===== src/rtl/bank_sequencer.sv =====
// rtl/bank_sequencer.sv - fetch/decode/exec/writeback sequencer for the 16x16 register bank (optional TRAP_ILLEGAL_EN)
module bank_sequencer #(
  parameter int PC_REG = 0,
  parameter int DW     = 16
) (
  input  logic          clk,
  input  logic          rst_n,
  input  logic          start,
  output logic          imem_req,
  output logic [DW-1:0] imem_addr,
  input  logic          imem_ack,
  input  logic [DW-1:0] imem_data,
  output logic [3:0]    src_reg,
  output logic [3:0]    dst_reg,
  output logic [3:0]    wr_reg,
  output logic [DW-1:0] wr_data,
  output logic          wr_en,
  output logic          pc_inc,
  output logic [DW-1:0] pc_data_in,
  input  logic [DW-1:0] pc_data_out,
  input  logic [DW-1:0] a,
  input  logic [DW-1:0] b,
  output logic [2:0]    alu_op,
  input  logic [DW-1:0] alu_result,
  output logic          busy,
  output logic          halted,
  output logic          illegal
);

  typedef enum logic [2:0] {
    S_IDLE, S_FETCH, S_DECODE, S_EXEC, S_WB, S_HALT
  } state_t;

  localparam logic [3:0] OP_ADD  = 4'h1;
  localparam logic [3:0] OP_SUB  = 4'h2;
  localparam logic [3:0] OP_AND  = 4'h3;
  localparam logic [3:0] OP_OR   = 4'h4;
  localparam logic [3:0] OP_MOV  = 4'h5;
  localparam logic [3:0] OP_LDI  = 4'h6;
  localparam logic [3:0] OP_JMP  = 4'h7;
  localparam logic [3:0] OP_BEQZ = 4'h8;
  localparam logic [3:0] OP_HALT = 4'hF;

  state_t        r_state;
  state_t        w_next;
  logic [15:0]   r_ir;
  logic [DW-1:0] r_result;
  logic          r_bz;

  logic [3:0]    w_op;
  logic [3:0]    w_dst;
  logic          w_is_write;
  logic          w_trap;
  logic [DW-1:0] w_pc_next;

  assign w_op       = r_ir[15:12];
  assign w_dst      = r_ir[11:8];
  assign w_is_write = (w_op >= OP_ADD) && (w_op <= OP_LDI);
  assign w_pc_next  = pc_data_out + DW'(1);

  assign src_reg = r_ir[7:4];
  assign dst_reg = r_ir[11:8];
  assign busy    = (r_state != S_IDLE) && (r_state != S_HALT);
  assign halted  = (r_state == S_HALT);

`ifdef TRAP_ILLEGAL_EN
  logic r_illegal;
  logic w_is_illegal;

  assign w_is_illegal = (w_op >= 4'h9) && (w_op <= 4'hE);
  assign w_trap       = w_is_illegal;
  assign illegal      = r_illegal;

  // Sticky illegal-opcode flag, raised while the offending instruction executes
  always_ff @(posedge clk) begin
    if (!rst_n)
      r_illegal <= 1'b0;
    else if (r_state == S_EXEC && w_is_illegal)
      r_illegal <= 1'b1;
  end
`else
  assign w_trap  = 1'b0;
  assign illegal = 1'b0;
`endif

  // State register
  always_ff @(posedge clk) begin
    if (!rst_n)
      r_state <= S_IDLE;
    else
      r_state <= w_next;
  end

  // Instruction register, result register and BEQZ condition
  always_ff @(posedge clk) begin
    if (!rst_n) begin
      r_ir     <= '0;
      r_result <= '0;
      r_bz     <= 1'b0;
    end else begin
      if (r_state == S_FETCH && imem_ack)
        r_ir <= imem_data[15:0];
      if (r_state == S_EXEC) begin
        r_bz <= (b == '0);
        if (w_op == OP_LDI)
          r_result <= {{(DW-4){1'b0}}, r_ir[3:0]};
        else if (w_op >= OP_ADD && w_op <= OP_OR)
          r_result <= alu_result;
        else
          r_result <= a;
      end
    end
  end

  // Next-state logic; a trapped or HALT instruction parks in HALT after WB
  always_comb begin
    w_next = r_state;
    case (r_state)
      S_IDLE:   if (start) w_next = S_FETCH;
      S_FETCH:  if (imem_ack) w_next = S_DECODE;
      S_DECODE: w_next = S_EXEC;
      S_EXEC:   w_next = S_WB;
      S_WB:     w_next = (w_op == OP_HALT || w_trap) ? S_HALT : S_FETCH;
      S_HALT:   w_next = S_HALT;
      default:  w_next = S_IDLE;
    endcase
  end

  // Outputs: fetch handshake, ALU select, and the one-cycle WB strobes
  always_comb begin
    imem_req   = 1'b0;
    imem_addr  = '0;
    alu_op     = 3'd0;
    wr_en      = 1'b0;
    wr_reg     = 4'd0;
    wr_data    = '0;
    pc_inc     = 1'b0;
    pc_data_in = '0;
    case (r_state)
      S_FETCH: begin
        imem_req  = 1'b1;
        imem_addr = pc_data_out;
      end
      S_DECODE, S_EXEC: begin
        case (w_op)
          OP_SUB:  alu_op = 3'd1;
          OP_AND:  alu_op = 3'd2;
          OP_OR:   alu_op = 3'd3;
          default: alu_op = 3'd0;
        endcase
      end
      S_WB: begin
        if (w_op != OP_HALT && !w_trap) begin
          if (w_is_write) begin
            wr_en   = 1'b1;
            wr_reg  = w_dst;
            wr_data = r_result;
            // A write to the PC register is itself the PC update
            if (w_dst != PC_REG[3:0]) begin
              pc_inc     = 1'b1;
              pc_data_in = w_pc_next;
            end
          end else begin
            pc_inc = 1'b1;
            if (w_op == OP_JMP || (w_op == OP_BEQZ && r_bz))
              pc_data_in = r_result;
            else
              pc_data_in = w_pc_next;
          end
        end
      end
      default: ;
    endcase
  end

endmodule


===== config.mk =====
export PLATFORM = sky130hd
export DESIGN_NAME = bank_sequencer
export DESIGN_NICKNAME = d
export VERILOG_FILES = /design/src/rtl/bank_sequencer.sv
export SDC_FILE = /design/constraint.sdc
export NUM_CORES = 1
export LEC_CHECK = 0
export CORE_MARGIN = 8
export CORE_UTILIZATION = 50
export CTS_CLUSTER_DIAMETER = 40
export CTS_CLUSTER_SIZE = 28
export DETAILED_ROUTE_END_ITERATION = 6
export DONT_BUFFER_PORTS = 1
export HOLD_SLACK_MARGIN = 0.1
export PLACE_DENSITY = 0.63
export SLEW_MARGIN = 20
export SYNTH_ARGS = -nofsm -noshare
export SYNTH_HDL_FRONTEND = slang
export SYNTH_SLANG_ARGS = --single-unit

===== constraint.sdc =====
create_clock -name clk -period 6.6 [get_ports clk]
set_clock_uncertainty 0.2 [all_clocks]
set_input_delay 1.32 -clock clk [delete_from_list [all_inputs] [get_ports clk]]
set_output_delay 1.32 -clock clk [all_outputs]
set_load 0.005 [all_outputs]

==> summary.md <==
| Metric | Value |
|---|---|
| Main combinational cell family by area after synthesis | `simple AND/OR/NAND/NOR gates` |
| R2r endpoint | `r_result[3]$_SDFFE_PN0P_` |
| Clock Latency Late Sink | `0.28 ns` |
| RSZ-0062 raised after global routing | `no` |
| Initial Utilization | `52.35%` |
| GRT met3 Usage | `5.551%` |
| CP top delay family | `simple AND/OR/NAND/NOR gates` |
| Placed Cells incl. Taps | `378` |
| Post-synth cell types | `50` |
| Post-synthesis xor/xnor area fraction | `4.852%` |
| Post-DP HPWL | `5887 microns` |
| Clk sinks | `36` |
| Sequential area share after synthesis | `26.62%` |
| Synth Area in Compound Gates | `19.36%` |
| Power Density | `183.2 nW/um^2` |
| Async set-reset flop share out of synthesis | `0%` |
| Max rail drop VDD | `155.7 uV` |
| PortBufs | `0` |
| Max-cap violations | `0` |
| Pre-antenna DRT Iters | `4` |
| Mean Syn Cell Area | `7.964 sq um` |
| Startpoint Class | `input pin` |
| Max Slew Vio Count | `0` |
| Largest area contributor in the netlist | `dfxtp_1` |
| FF-to-FF setup slack | `4.21 ns` |
| Post-synth EDFFs | `0` |
| Fin Setup TNS | `0 ns` |
| Core Area | `5172 sq um` |
| Endpoints failing setup | `0` |
| M2 GR Usage | `28.41%` |
| ANT nets after route | `0` |
| Critical path's largest stage delay | `0.48 ns` |
| IO Pins | `153` |
| Final WL | `7371 microns` |
| Number of CTS-inserted buffers | `5` |
| Switching Share | `26.01%` |
| Setup CP Type | `input pin to primary output` |
| Hold Path Sink | `r_result[8]$_SDFFE_PN0P_` |
| Cts-stage hold buffer count | `0` |
| Post-Synth Adder-Cell Area | `0.4621%` |
| Outcome | `completed` |
| Simple-Gate Fraction of Synth Area | `34.80%` |
| FP Rows | `26` |
| R2r startpoint | `r_ir[12]$_SDFFE_PN0P_` |
| P_int | `365.5 uW` |
| Die Wd | `89.59 microns` |
| Gr usage total | `17.70%` |
| Dominant register cell in the synthesized netlist | `dfxtp_1` |
| First-pass GRT wire length | `11050 microns` |
| Top Usage Layer GRT | `met2` |
| Root Driver | `clkbuf_8` |
| Fin crit period | `4.237 ns` |
| Reg power frac | `47.6%` |
| Clock Power Share | `38.7%` |
| Top post-synthesis cells by count | `nand2_1 (54), and2_1 (39), dfxtp_1 (36)` |
| Worst hold path depth | `2` |
| Crit-path cells | `ha_1, and4_1, or4b_4, xor2_1, a211oi_2` |
| Synth warn | `0` |
| Post-CTS Resized | `0` |
| Clk buf depth | `2` |
| DRC | `0` |
| Most common cell in the netlist | `nand2_1` |
| HP Start | `r_result[8]$_SDFFE_PN0P_` |
| CP Data Arrival Time | `2.72 ns` |
| Gpl congestion | `0.8100` |
| Worst Path Required | `5.08 ns` |
| Hold Vio Cnt, Final | `0` |
| WL/cell | `19.10 microns` |
| Fmax | `0.2360 GHz` |
| Critical-path top delay cell | `or4b_4` |
| R2R depth | `4` |
| Setup crit end kind | `primary output` |
| Number of DRC markers in iteration 0 | `105` |
| Grt total ovfl | `0` |
| Vias | `2234` |
| Slew @ Worst Pin | `0.8623 ns` |
| Synthesized cell area | `2708 sq um` |
| CTS tree | `built` |
| Post-synth top area share | `26.62%` |
| Register area | `720.7 sq um` |
| WP buf/inv | `0` |
| Rel. slew slack | `42.38%` |
| Filler instances | `513` |
| Vias per std cell | `5.788` |
| Vias in the first global route | `2287` |
| Die Area | `8025 sq um` |
| Register bit total from synthesis | `36` |
| Post-route insts no fill | `386` |
| Inserted Diodes | `0` |
| Power share of the combinational group | `13.7%` |
| Share of layout cells above drive strength 1 | `9.177%` |
| Initial antenna violation count | `0` |
| Largest net degree at the start of global routing | `31` |
| Die Y-Extent | `89.59 microns` |
| Synth area leaders | `dfxtp_1 (27%), and2_1 (9.0%), nand2_1 (7.5%), mux2i_1 (4.8%), a21boi_0 (4.7%)` |
| Nets | `400` |
| Footprint of the multi-input gates | `1754 sq um` |
| Leak | `0.0009905 uW` |
| Final period utilization | `64.20%` |
| Layout area overhead | `-0.4158%` |
| Crit path max fanout | `5` |
| Worst min path class | `flop to flop` |
| M1 GR Usage | `22.27%` |
| H-tree depth | `2` |
| NetSw | `128.5 uW` |
| Post-synthesis cell count | `340` |
| Post-CTS setup buffer count | `0` |
| Clock transition at path regs | `0.07 ns` |
| Multiplexer share of the synthesized area | `4.806%` |
logic make-up after synthesis:
group	after synthesis
multiplexers	13
AND/OR/NAND/NOR	172
buffers and inverters	39
adder cells (fa/ha/maj)	1
flip-flops	36
XOR/XNOR	15
AO/OA/AOI/OAI	63
other	1
worst min-delay path, stage by stage (launching register included):
cell     delay [ns]
dfxtp_1        0.32
nand2_1        0.05
o21ai_1        0.05
flip-flops by register name, indices dropped and copies added (netlist names):
register	cells
r_result	16
r_ir	16
r_bz	1
r_state	3
through the flow:
step	area (sq um)	utilization, %	worst slack [ns]	hold WS [ns]	total power, uW
after floorplan	2711	-	2.482	0.2372	305.5
after global placement	2579	49.85	2.369	0.2533	307.5
after detailed placement	2579	49.85	2.371	0.2583	308.5
after CTS	2690	52.01	2.353	0.2692	500.4
after global routing	2696	52.13	2.203	0.3014	520.2
final	2696	52.13	2.363	0.2674	493.9
cell type report:
class | instances | area share [%]
well taps | 70 | 3.248
clock buffers | 5 | 2.552
inverters | 6 | 0.8353
multi-input cells | 266 | 65.06
clock inverters | 3 | 1.578
flip-flops and latches | 36 | 26.73
per-layer routing:
metal  share of wire, %  vias to the layer above
met4               0.65                        0
met1                 43                     1002
li1                   -                     1124
met2                 45                      104
met5                  0                        -
met3                 11                        4
worst max-delay path by stage:
stage                          startpoint        endpoint  slack (ns)  depth (start not counted)
floorplan                  pc_data_out[0]  pc_data_in[14]        2.48                          5
global placement           pc_data_out[0]  pc_data_in[14]        2.37                          5
detailed placement         pc_data_out[0]  pc_data_in[14]        2.37                          5
CTS                        pc_data_out[0]  pc_data_in[14]        2.35                          5
global route        r_ir[15]$_SDFFE_PN0P_  pc_data_in[15]        2.20                          4
finish                     pc_data_out[0]  pc_data_in[14]        2.36                          5
power by group through the flow:
stage,Clock [uW],Combinational (uW),Sequential (uW)
2_1_floorplan,0,73.4,232
3_3_place_gp,0,67.5,240
3_5_place_dp,0,68.2,240
4_1_cts,197,68.6,235
5_1_grt,207,76.2,237
6_report,191,67.8,235
placed cells by master (no fill, tap or decap), types with 2 or more instances in the layout:
cell type	netlist	routed
clkbuf_8	0	5
nor3_1	5	5
nor4_1	8	8
nor4b_1	4	4
nand3_1	12	12
xnor2_1	8	8
o21ai_0	4	4
o21ai_1	10	10
xor2_1	7	7
nand4_1	4	4
nor2_1	27	27
conb_1	1	2
o31ai_1	4	4
a211oi_1	9	9
nand2_1	54	54
mux2i_1	13	13
inv_1	6	6
a211oi_2	9	9
and3_1	4	4
dfxtp_1	36	36
nor3b_4	1	2
nor3_4	2	2
a21oi_1	2	2
and2_1	39	39
a21boi_0	17	17
(Power assumes the default switching activity.)
